===== config.mk =====
export PLATFORM = sky130hd
export DESIGN_NAME = sensor_conditioner
export DESIGN_NICKNAME = d
export VERILOG_FILES = /design/src/rtl/sensor_conditioner.sv
export SDC_FILE = /design/constraint.sdc
export NUM_CORES = 1
export LEC_CHECK = 0
export CORE_ASPECT_RATIO = 1.1
export CORE_MARGIN = 2
export CORE_UTILIZATION = 40
export CTS_CLUSTER_DIAMETER = 30
export CTS_CLUSTER_SIZE = 30
export DETAILED_ROUTE_END_ITERATION = 10
export SYNTH_ARGS = -nofsm -noshare
export SYNTH_HDL_FRONTEND = slang
export SYNTH_SLANG_ARGS = --single-unit

===== constraint.sdc =====
create_clock -name clk -period 2.4 [get_ports clk]
set_input_delay 0.36 -clock clk [delete_from_list [all_inputs] [get_ports clk]]
set_output_delay 0.36 -clock clk [all_outputs]
set_load 0.02 [all_outputs]

===== src/rtl/sensor_conditioner.sv =====
// Per-channel input conditioner: two-flop synchronizer, polarity fix and
// consecutive-sample debounce, with edge pulses and a sticky, ack-cleared event flag.
module sensor_conditioner #(
  parameter int unsigned NUM_CH          = 2,
  parameter int unsigned DEBOUNCE_CYCLES = 1000000,
  parameter bit          ACTIVE_LOW      = 1'b0
) (
  input  logic              clk,
  input  logic              rst_n,
  input  logic [NUM_CH-1:0] pin_i,
  input  logic [NUM_CH-1:0] ack_i,
  output logic [NUM_CH-1:0] level_o,
  output logic [NUM_CH-1:0] rise_o,
  output logic [NUM_CH-1:0] fall_o,
  output logic [NUM_CH-1:0] evt_o
);

  localparam int unsigned       CNT_W    = (DEBOUNCE_CYCLES > 1) ? $clog2(DEBOUNCE_CYCLES + 1) : 1;
  localparam logic [CNT_W-1:0]  CNT_MAX  = CNT_W'(DEBOUNCE_CYCLES - 1);
  localparam logic [NUM_CH-1:0] POL_MASK = {NUM_CH{ACTIVE_LOW}};

  logic [NUM_CH-1:0] sync1_q, sync1_d;
  logic [NUM_CH-1:0] sync2_q, sync2_d;
  logic [NUM_CH-1:0] level_q, level_d;
  logic [NUM_CH-1:0] rise_q, rise_d;
  logic [NUM_CH-1:0] fall_q, fall_d;
  logic [NUM_CH-1:0] evt_q, evt_d;
  logic [NUM_CH-1:0] sample;
  logic [CNT_W-1:0]  cnt_q [NUM_CH];
  logic [CNT_W-1:0]  cnt_d [NUM_CH];

  // Next-state: any agreeing sample discards progress; acceptance on the last count
  always_comb begin
    sync1_d = pin_i;
    sync2_d = sync1_q;
    sample  = sync2_q ^ POL_MASK;
    level_d = level_q;
    rise_d  = '0;
    fall_d  = '0;
    for (int ch = 0; ch < int'(NUM_CH); ch++) begin
      cnt_d[ch] = '0;
      if (sample[ch] != level_q[ch]) begin
        if (cnt_q[ch] == CNT_MAX) begin
          level_d[ch] = sample[ch];
          rise_d[ch]  = sample[ch];
          fall_d[ch]  = ~sample[ch];
        end else begin
          cnt_d[ch] = cnt_q[ch] + CNT_W'(1);
        end
      end
    end
    // Set wins over a simultaneous ack
    evt_d = rise_d | (evt_q & ~ack_i);
  end

  always_ff @(posedge clk or negedge rst_n) begin
    if (!rst_n) begin
      sync1_q <= POL_MASK;
      sync2_q <= POL_MASK;
      level_q <= '0;
      rise_q  <= '0;
      fall_q  <= '0;
      evt_q   <= '0;
      for (int ch = 0; ch < int'(NUM_CH); ch++) begin
        cnt_q[ch] <= '0;
      end
    end else begin
      sync1_q <= sync1_d;
      sync2_q <= sync2_d;
      level_q <= level_d;
      rise_q  <= rise_d;
      fall_q  <= fall_d;
      evt_q   <= evt_d;
      for (int ch = 0; ch < int'(NUM_CH); ch++) begin
        cnt_q[ch] <= cnt_d[ch];
      end
    end
  end

  assign level_o = level_q;
  assign rise_o  = rise_q;
  assign fall_o  = fall_q;
  assign evt_o   = evt_q;

endmodule


==> results.md <==
* Worst-Margin Slew at between 600 and 700 ps
* Die Height at 86.8 µm
* Max Clock Skew at roughly 7.3 ps
* Die width at about 79 µm
* Xor and xnor fraction of the mapped netlist area at 0.0985
* Antenna Nets Post-Route at 0
* Mapped Cells at 240
* Post-synthesis simple-gate area fraction at 0.260
* Avg Vias per Cell at around 5.0
* Post-Syn Area at roughly 2500 µm²
* Unrepaired setup endpoints after global routing: no
* Total vias in the final route at between 1500 and 2000
* Max-Cap Viols at 0
* Drt drc at 0
* Ys Warns at 0
* Critical Path Source Type: register
* Clock transition at path regs at 100 ps
* Syn_area_per_cell at between 10 and 15 µm²
* Primary FF master, synth: dfrtp_1
* Routed WL per cell at 12.8 µm
* GRT Residual Overflow at 0
* Fmax at just under 0.5 GHz
* Post-synth ARST share at 1.00
* GPL Wtd Cong at a little under 0.8
* Slew headroom at 0.546
* Leakage at 1.15 nW
* TNS Setup at 0 ps
* Drt first pass iters at 4
* Vias in the first global route at between 1500 and 2000
* Reg area at approximately 1300 µm²
* Crit Path Max Fanout at 6
* Antenna violations before repair at 0
* GRT Util Overall at 0.145
* Syn-to-layout area delta at 14.4%
* Site row count at 30
* Worst VDD drop at ~260 µV
* Crit end category: register
* Largest net degree at the start of global routing at 23
* Largest family of logic cells by synthesized area: simple AND/OR/NAND/NOR gates
* DRT Wirelength at approximately 4.4 mm
* Adder-cell share of the synthesized area at 0.0101
* Final Critical Period at roughly 2000 ps
* Post-synthesis sequential area ratio at 0.523
* Nets at 272
* Tcrit/Tclk final at 0.839
* Antenna cells at 0
* Multi-input gate area at about 1100 µm²
* H-tree depth at 2
* Port-buffer cells at 13
* Post-synth EDFFs at 0
* R2R Setup Slk at roughly 390 ps
* Worst Path Required at 2640 ps
* Root buffer cell: clkbuf_8
* Initial core utilization at 0.409
* Post-synthesis compound-gate area fraction at 0.0698
* Library cells used by synthesis at 39
* Detailed Route Iter0 Violations at 87
* Final setup fails at 0
* Ports at 14
* CTS Buf Count at 5
* CORE AREA at 6080 µm²
* Post-layout util at 0.469
* Arrival @ worst endpoint at 2250 ps
* Outcome: completed
* Post-CTS Setup Bufs at 0
* Synthesized Nets at 248
* Hpwl dp at 3.23 mm
* Kind of critical path: register to register
* Clk sinks at 52
* CTS tree: built
* Flops & latches, synth at 52
* First-pass GRT wire length at 7.91 mm
* Hold WC Path Type: register to register
* FILL cells at 571
* Proportion of synthesized area in mux cells at 0.0106
* Ratio of cells with drive above 1 in the final layout at 0.113
* Final-report max-slew violation count at 0
* Die ar. at 6870 µm²
* PwrDens at roughly 520 nW/µm²
* Final hold vios at 0
* Bufs on Longest Clock Path at 2
* Clk_lat worst skew at between 300 and 400 ps
layout by cell type, fill, tap and decap left out, drive strengths merged, types with 2 or more instances in the layout:
cell           instances
o22ai                  2
ha                     2
clkdlybuf4s50         12
o31ai                  2
or4                    3
nor2                  37
xor2                   6
clkbuf                 5
o21ai                  4
mux2                   2
nand2b                 2
nand2                 18
buf                    9
nor3                   6
and3                   6
a31o                   4
nand4b                 3
nand4                 12
nor3b                  2
nand3                  8
nor4b                  2
a21oi                 10
xnor2                 22
dfrtp                 52
nor4                  12
inv                   11
nand3b                 4
stage by stage:
stage | hold WS, ps | cell area, µm² | total power (W) | setup slack, ps | cells
after floorplan | 64.4 | 2490 | 0.000941 | 588 | 240
after global placement | 303 | 2740 | 0.000978 | 461 | 336
after detailed placement | 298 | 2740 | 0.000979 | 386 | 336
after CTS | 375 | 2850 | 0.00150 | 379 | 345
after global routing | 383 | 2850 | 0.00155 | 143 | 345
final | 370 | 2850 | 0.00148 | 387 | 345
synth_stat cells (4+ instances only):
library cell   n  share of area
xor2_1         6          0.021
dfrtp_1       52           0.52
nand3_1        7          0.014
nand3b_1       4          0.012
nand4_1       12          0.030
nand2_1       18          0.027
and3_1         4          0.010
inv_1         10          0.015
nor3_1         6          0.012
a21oi_1       10          0.020
xnor2_1       22          0.077
nor4_1        12          0.030
nor2_1        37          0.056
a31o_2         4          0.014
o21ai_0        4         0.0080
cell families (layout without fill, tap and decap cells):
group,count (synthesis),count (layout)
AND/OR/NAND/NOR,118,118
flip-flops,52,52
XOR/XNOR,28,28
AO/OA/AOI/OAI,23,23
buffers and inverters,15,40
adder cells (fa/ha/maj),2,2
multiplexers,2,2
routing by layer:
metal / share of wire / vias to the layer above / track usage
met2: 0.49 / 7 / 0.227
met3: 0.019 / 4 / 0.0354
met4: 0.0097 / 0 / 0.0580
li1: - / 894 / -
met5: 0 / - / 0
met1: 0.48 / 832 / 0.196
sequential cells by signal, indices dropped and copies added, names as in the netlist:
name and count:
cnt_q 40, evt_o 2, fall_o 2, level_o 2, rise_o 2, sample 2, sync1_q 2
path summary, 6_finish.rpt:
kind / from / end / cells past startpoint
max: cnt_q[0] / cnt_q[18] / 5
min: sync1_q[1] / sample[1] / 0
max reg2reg: cnt_q[0] / cnt_q[18] / 5
min reg2reg: sync1_q[1] / sample[1] / 0
max in group asynchronous: rst_n / cnt_q[6] / 3
min in group asynchronous: rst_n / cnt_q[37] / 2
worst max-delay path, cell delays in order, from the launching register on:
cell     delay, ps
dfrtp_1        410
ha_1           220
nand2_1        170
nor4_1         510
or4b_1         480
a21oi_1        150
repair_timing:
| action | CTS | global route |
|---|---|---|
| resized for setup | 0 | 0 |
| hold buffers | 1 | 0 |
| hold endpoints to repair | 15 | 0 |
power breakdown:
group	total (W)	internal, W	leakage, nW	switching [W]
Sequential	0.000898	0.000887	0.712	0.0000107
Combinational	0.0000629	0.0000255	0.388	0.0000374
Clock	0.000517	0.000214	0.0463	0.000303
layout make-up:
class,count,area share
Clock inverter,3,0.00966
Multi-Input combinational cell,173,0.393
Tap cell,80,0.0351
Timing Repair Buffer,22,0.0685
Sequential cell,52,0.457
Clock buffer,5,0.0242
Inverter,10,0.0132
No activity file was read; power rests on OpenSTA's default activity.
